`src/rtl/mem_pkg.sv`:
```
// Shared encodings for the load/store unit: op codes, FSM states and lane widths.
// Helper functions classify ops so the top and the lane aligner agree on them.
package mem_pkg;

    localparam int OP_W_DEF = 3;

    localparam logic [2:0] OP_LW  = 3'd0;
    localparam logic [2:0] OP_LH  = 3'd1;
    localparam logic [2:0] OP_LHU = 3'd2;
    localparam logic [2:0] OP_LB  = 3'd3;
    localparam logic [2:0] OP_LBU = 3'd4;
    localparam logic [2:0] OP_SW  = 3'd5;
    localparam logic [2:0] OP_SH  = 3'd6;
    localparam logic [2:0] OP_SB  = 3'd7;

    localparam logic [1:0] ST_IDLE = 2'd0;
    localparam logic [1:0] ST_RMW  = 2'd1;
    localparam logic [1:0] ST_RESP = 2'd2;

    localparam int LANE_BYTE = 8;
    localparam int LANE_HALF = 16;

    function automatic logic is_store(input logic [2:0] op);
        return (op == OP_SW) || (op == OP_SH) || (op == OP_SB);
    endfunction

    // Sub-word stores need a read of the old word before the full-word write.
    function automatic logic is_rmw_store(input logic [2:0] op);
        return (op == OP_SH) || (op == OP_SB);
    endfunction

endpackage

```
`src/rtl/mem_lane_align.sv`:
```
// Combinational lane logic: load extraction/extension, sub-word store merge,
// and misalignment detection from op and the low address bits.
module mem_lane_align
    import mem_pkg::*;
(
    input  logic [2:0]  op,
    input  logic [1:0]  addr_lo,
    input  logic [31:0] rdata,
    input  logic [31:0] wdata,
    output logic [31:0] load_data,
    output logic [31:0] store_word,
    output logic        misaligned
);

    logic [LANE_BYTE-1:0] sel_byte;
    logic [LANE_HALF-1:0] sel_half;

    // Little-endian: byte k lives in bits [8k+7:8k], half h in [16h+15:16h].
    assign sel_byte = rdata[{addr_lo, 3'b000} +: LANE_BYTE];
    assign sel_half = rdata[{addr_lo[1], 4'b0000} +: LANE_HALF];

    // NOTE: every always_comb output gets a default first so no path leaves it unassigned, which would infer a latch.
    always_comb begin
        load_data = '0;
        case (op)
            OP_LW:   load_data = rdata;
            OP_LH:   load_data = {{(32-LANE_HALF){sel_half[LANE_HALF-1]}}, sel_half};
            OP_LHU:  load_data = {{(32-LANE_HALF){1'b0}}, sel_half};
            OP_LB:   load_data = {{(32-LANE_BYTE){sel_byte[LANE_BYTE-1]}}, sel_byte};
            OP_LBU:  load_data = {{(32-LANE_BYTE){1'b0}}, sel_byte};
            default: load_data = '0;
        endcase
    end

    always_comb begin
        store_word = rdata;
        case (op)
            OP_SW:   store_word = wdata;
            OP_SH:   store_word[{addr_lo[1], 4'b0000} +: LANE_HALF] = wdata[LANE_HALF-1:0];
            OP_SB:   store_word[{addr_lo, 3'b000} +: LANE_BYTE]     = wdata[LANE_BYTE-1:0];
            default: store_word = rdata;
        endcase
    end

    always_comb begin
        misaligned = 1'b0;
        case (op)
            OP_LW, OP_SW:          misaligned = (addr_lo != 2'b00);
            OP_LH, OP_LHU, OP_SH:  misaligned = addr_lo[0];
            default:               misaligned = 1'b0;
        endcase
    end

endmodule

```
`src/rtl/mem_access_unit.sv`:
```
// Load/store initiator between the MEM stage and a word-only data memory.
// Sub-word stores are performed as a read (IDLE) followed by a full-word write (RMW).
module mem_access_unit
    import mem_pkg::*;
#(
    parameter int OP_W = OP_W_DEF
) (
    input  logic            clk,
    input  logic            rst,
    input  logic            req_valid,
    output logic            req_ready,
    input  logic [OP_W-1:0] req_op,
    input  logic [31:0]     req_addr,
    input  logic [31:0]     req_wdata,
    output logic            resp_valid,
    output logic [31:0]     resp_rdata,
    output logic            resp_exc,
    output logic            mem_rd,
    output logic            mem_wr,
    output logic [31:0]     mem_addr,
    output logic [31:0]     mem_wdata,
    input  logic [31:0]     mem_rdata
);

    logic [1:0]  state, state_nxt;
    logic [31:0] rdata_q;
    logic        exc_q;
    logic [31:0] buf_addr;
    logic [31:0] buf_data;

    logic [2:0]  op;
    logic [31:0] word_addr;
    logic [31:0] load_data;
    logic [31:0] store_word;
    logic        misaligned;
    logic        accept;

    assign op        = req_op[2:0];
    assign word_addr = {req_addr[31:2], 2'b00};
    assign accept    = req_valid && (state == ST_IDLE);

    // Ready is a pure decode of the state register, so req_valid never reaches it combinationally.
    assign req_ready  = (state == ST_IDLE);
    assign resp_valid = (state == ST_RESP);
    assign resp_rdata = resp_valid ? rdata_q : '0;
    assign resp_exc   = resp_valid ? exc_q : 1'b0;

    mem_lane_align u_align (
        .op         (op),
        .addr_lo    (req_addr[1:0]),
        .rdata      (mem_rdata),
        .wdata      (req_wdata),
        .load_data  (load_data),
        .store_word (store_word),
        .misaligned (misaligned)
    );

    always_comb begin
        state_nxt = state;
        mem_rd    = 1'b0;
        mem_wr    = 1'b0;
        mem_addr  = '0;
        mem_wdata = '0;
        case (state)
            ST_IDLE: begin
                if (req_valid) begin
                    state_nxt = ST_RESP;
                    if (!misaligned) begin
                        mem_addr = word_addr;
                        if (op == OP_SW) begin
                            mem_wr    = 1'b1;
                            mem_wdata = req_wdata;
                        end else if (is_rmw_store(op)) begin
                            mem_rd    = 1'b1;
                            state_nxt = ST_RMW;
                        end else begin
                            mem_rd = 1'b1;
                        end
                    end
                end
            end
            ST_RMW: begin
                mem_wr    = 1'b1;
                mem_addr  = buf_addr;
                mem_wdata = buf_data;
                state_nxt = ST_RESP;
            end
            ST_RESP: state_nxt = ST_IDLE;
            default: state_nxt = ST_IDLE;
        endcase
    end

    // NOTE: sequential state uses non-blocking assignments so every flop samples pre-edge values.
    always_ff @(posedge clk or posedge rst) begin
        if (rst) begin
            state    <= ST_IDLE;
            rdata_q  <= '0;
            exc_q    <= 1'b0;
            buf_addr <= '0;
            buf_data <= '0;
        end else begin
            state <= state_nxt;
            if (accept) begin
                exc_q   <= misaligned;
                rdata_q <= (misaligned || is_store(op)) ? 32'h0 : load_data;
                if (!misaligned && is_rmw_store(op)) begin
                    buf_addr <= word_addr;
                    buf_data <= store_word;
                end
            end
        end
    end

endmodule

```
`config.mk`:
```
export PLATFORM = sky130hd
export DESIGN_NAME = mem_access_unit
export DESIGN_NICKNAME = d
export VERILOG_FILES = /design/src/rtl/mem_pkg.sv /design/src/rtl/mem_lane_align.sv /design/src/rtl/mem_access_unit.sv
export SDC_FILE = /design/constraint.sdc
export NUM_CORES = 1
export LEC_CHECK = 0
export BUFFER_PORTS_ARGS = -buffer_cell sky130_fd_sc_hd__buf_2
export CAP_MARGIN = 20
export CORE_MARGIN = 1
export CORE_UTILIZATION = 46
export CTS_CLUSTER_DIAMETER = 120
export DETAILED_ROUTE_END_ITERATION = 8
export GPL_TIMING_DRIVEN = 1
export HOLD_SLACK_MARGIN = 0.12
export MAX_ROUTING_LAYER = met4
export PLACE_DENSITY = 0.77
export SYNTH_ARGS = -nofsm -noshare
export SYNTH_HDL_FRONTEND = slang
export SYNTH_SLANG_ARGS = --single-unit
```
`constraint.sdc`:
```
create_clock -name clk -period 2.75 [get_ports clk]
set_input_delay 0.1375 -clock clk [delete_from_list [all_inputs] [get_ports clk]]
set_output_delay 0.1375 -clock clk [all_outputs]
set_load 0.05 [all_outputs]
```
==> flow_metrics.py <==
metrics = {
    "yosys": {
        "syn_area_per_cell_um2": 9.724,
        "syn_inst": 617,
        "yosys.area.top_type": "dfrtp_1",
        "ys_dominant_reg_cell": "dfrtp_1",
        "ys_top_cells_by_count": "dfrtp_1, a22o_1, o21ai_0",
        "yosysSeqAreaShare_pct": 40.46,
        "ys_warn_count": 0,
        "synth_area_um2": 6000,
        "yosysMostFrequentCell": "dfrtp_1",
        "synthTopCellsByArea": "dfrtp_1, a22o_1, mux2_2",
        "postSynth.asyncResetShare_pct": 100.0,
        "ys_types": 51,
        "yosysTopAreaCellShare_pct": 40.46,
        "synth_edf_count": 0,
        "ys_ff_latch": 97,
    },
    "setup_path": {
        "path_class": "register to output port",
        "cp.required_ns": 2.61,
        "cp_cell_sequence": "nor2_1 > and2_1 > o311a_1 > buf_8 > a22o_1 > buf_2",
        "endpoint_kind": "output port",
        "cp_slowest_stage_delay_ns": 0.53,
        "critPathSlowestCell": "o311a_1",
        "crit_arrival_ns": 2.35,
        "crit_fanout": 19,
        "worstSetupStartpointType": "register",
        "r2r_cells": 4,
    },
    "cells_and_area": {
        "final_cells": 1006,
        "multi_input_area_um2": 3293,
        "num-fill-cells": 1073,
        "final_nets": 937,
        "synthToLayoutAreaGrowth_pct": 30.43,
        "layout-drive-gt1-share_pct": 32.97,
        "diodes": 0,
        "regArea_um2": 2427,
    },
    "drt": {
        "via_count": 6190,
        "firstDrtPassIters": 8,
        "wl_per_cell_um": 20.50,
        "drt_iter0_drc": 742,
        "drtAntennaViolNets": 0,
        "post-route-drc-count": 0,
        "viasPerCell": 6.153,
        "wirelength_um": 20620,
    },
    "sta": {
        "rsz0062_at_grt": "false",
        "setup_viol_count_final": 0,
        "tightest_slew_ns": 0.8802,
        "maxSlewHeadroom_pct": 41.20,
        "hold_viol_final": 0,
        "final.setup.tns_ns": 0,
        "fin_worst_skew_ns": 0.004848,
        "min_period_over_period_pct": 90.33,
        "drv_slew": 0,
        "fin_crit_ns": 2.484,
        "timing.fmax_mhz": 402.5,
    },
    "die": {
        "die-area_um2": 13500,
        "num_rows": 41,
        "core_area_um2": 12670,
        "io_pins": 203,
        "dieWidth_um": 116.2,
        "die_h_um": 116.2,
        "start_util_pct": 47.35,
    },
    "placement": {
        "gp_congestion": 0.9260,
        "dp_cells": 948,
        "dp_hpwl_um": 13760,
        "port-buffer-count": 200,
    },
    "cts": {
        "cts_buffers": 9,
        "cts_tree": "built",
        "cts_resized": 0,
        "htreeDepth": 3,
        "cts_sinks": 97,
        "clock_latency_ns": 0.35,
        "root_buffer": "clkbuf_16",
        "clk_pin_slew_worst_paths_ns": 0.07,
        "clk_path_buf_depth": 2,
    },
    "global_route": {
        "use_met3_pct": 5.812,
        "grt-ovfl-total": 0,
        "grt_max_degree": 96,
        "gr-usage-met1_pct": 40.90,
        "grt_usage_pct": 31.60,
        "busiest_layer": "met2",
        "grtUsageMet2_pct": 47.34,
        "antenna_found_initial": 0,
        "grt_pass1_vias": 5821,
        "grt_pass1_wl_um": 31020,
    },
    "power": {
        "vdd_drop_max_mv": 0.3594,
        "powerDensity_nw_per_um2": 567.8,
        "total_power_mw": 4.443,
        "power.leakage_nw": 3.761,
    },
    "min_path": {
        "hold-path-cell-count": 3,
        "hold_path.class": "input pin to register",
    },
    "job": {
        "drv_cap": 0,
    },
    "status": {
        "status": "finished clean",
    },
}
cell type report:
class | count | share of cell area (%)
multi-input combinational | 457 | 42.09
timing repair buffer | 260 | 20.28
clock buffer | 13 | 3.454
sequential | 97 | 31.02
inverter | 5 | 0.2558
tap | 172 | 2.750
clock inverter | 2 | 0.1599
through the flow:
step                      setup slack (ns)  util, %  hold WS, ns  area [um^2]
after CTS                         0.009573    61.58       0.1207         7802
after detailed placement            0.3282    56.11       0.3310         7109
final                               0.2658    61.76       0.1227         7825
after floorplan                    0.07878        -       0.2872         6006
after global placement              0.4696    56.11       0.3214         7109
after global routing                0.1109    61.76       0.1413         7825
cells by family after synthesis:
| group | after synthesis | share of synthesized area, % |
|---|---|---|
| AND/OR/NAND/NOR | 159 | 13.97 |
| XOR/XNOR | 2 | 0.2920 |
| flip-flops | 97 | 40.46 |
| AO/OA/AOI/OAI | 234 | 29.15 |
| multiplexers | 55 | 10.01 |
| other | 1 | 0.06251 |
| buffers and inverters | 64 | 5.005 |
| adder cells (fa/ha/maj) | 5 | 1.043 |
sequential cells by signal, summed over array words and instances (netlist names):
register,cells
buf_data,32
exc_q,1
buf_addr,30
state,2
rdata_q,32
critical path, delay by kind of cell (launching register included):
kind | cells | cell delay (ns)
compound gates | 2 | 0.71
buf+inv | 2 | 0.53
flops | 1 | 0.44
simple gates | 2 | 0.31
what timing repair did:
action / 4_1_cts / 5_1_grt
hold endpoints to repair: 88 / 0
hold buffers: 41 / 0
buffers inserted: 0 / 0
metal layers:
layer / part of all wire, % / vias up / wire length [um]
met4: 4.3 / 0 / 878
met5: 0 / - / 0
met2: 45 / 427 / 9344
met1: 41 / 2941 / 8381
met3: 9.8 / 69 / 2014
li1: - / 2753 / -
power by group:
group	internal, mW	switching [mW]	leakage [nW]	total (mW)
Clock	0.682	0.555	0.138	1.24
Combinational	0.499	0.780	2.43	1.28
Sequential	1.73	0.195	1.19	1.93
Total	2.91	1.53	3.76	4.44
path summary, 6_finish.rpt:
path                            slack [ns]            to           from
worst max-delay path                  0.27  mem_addr[13]       state[1]
worst min-delay path                  0.12  buf_data[11]  mem_rdata[11]
worst max register to register        0.62  buf_addr[10]       state[1]
worst min register to register        0.48   rdata_q[25]    rdata_q[25]
max in group asynchronous             1.47  buf_addr[19]            rst
min in group asynchronous             0.53  buf_addr[16]            rst
layout by cell type, fill, tap and decap left out, drive strengths merged, types with 2 or more instances in the layout:
cell and instances:
buf 219, dfrtp 97, a22o 86, o21ai 53, and2 50, dlygate4sd3 41, nor2 39, nand2 38
mux2 30, mux2i 24, a31oi 24, a222oi 17, a211oi 17, clkbuf 13, a21oi 11, a22oi 9
nor2b 9, o221ai 7, ha 5, nor3b 4, nand2b 4, inv 4, nor3 3, xor2 2
o211ai 2, nand3 2, nand4b 2, a21o 2, clkinv 2, conb 2
Power figures use the tool's default switching activity.
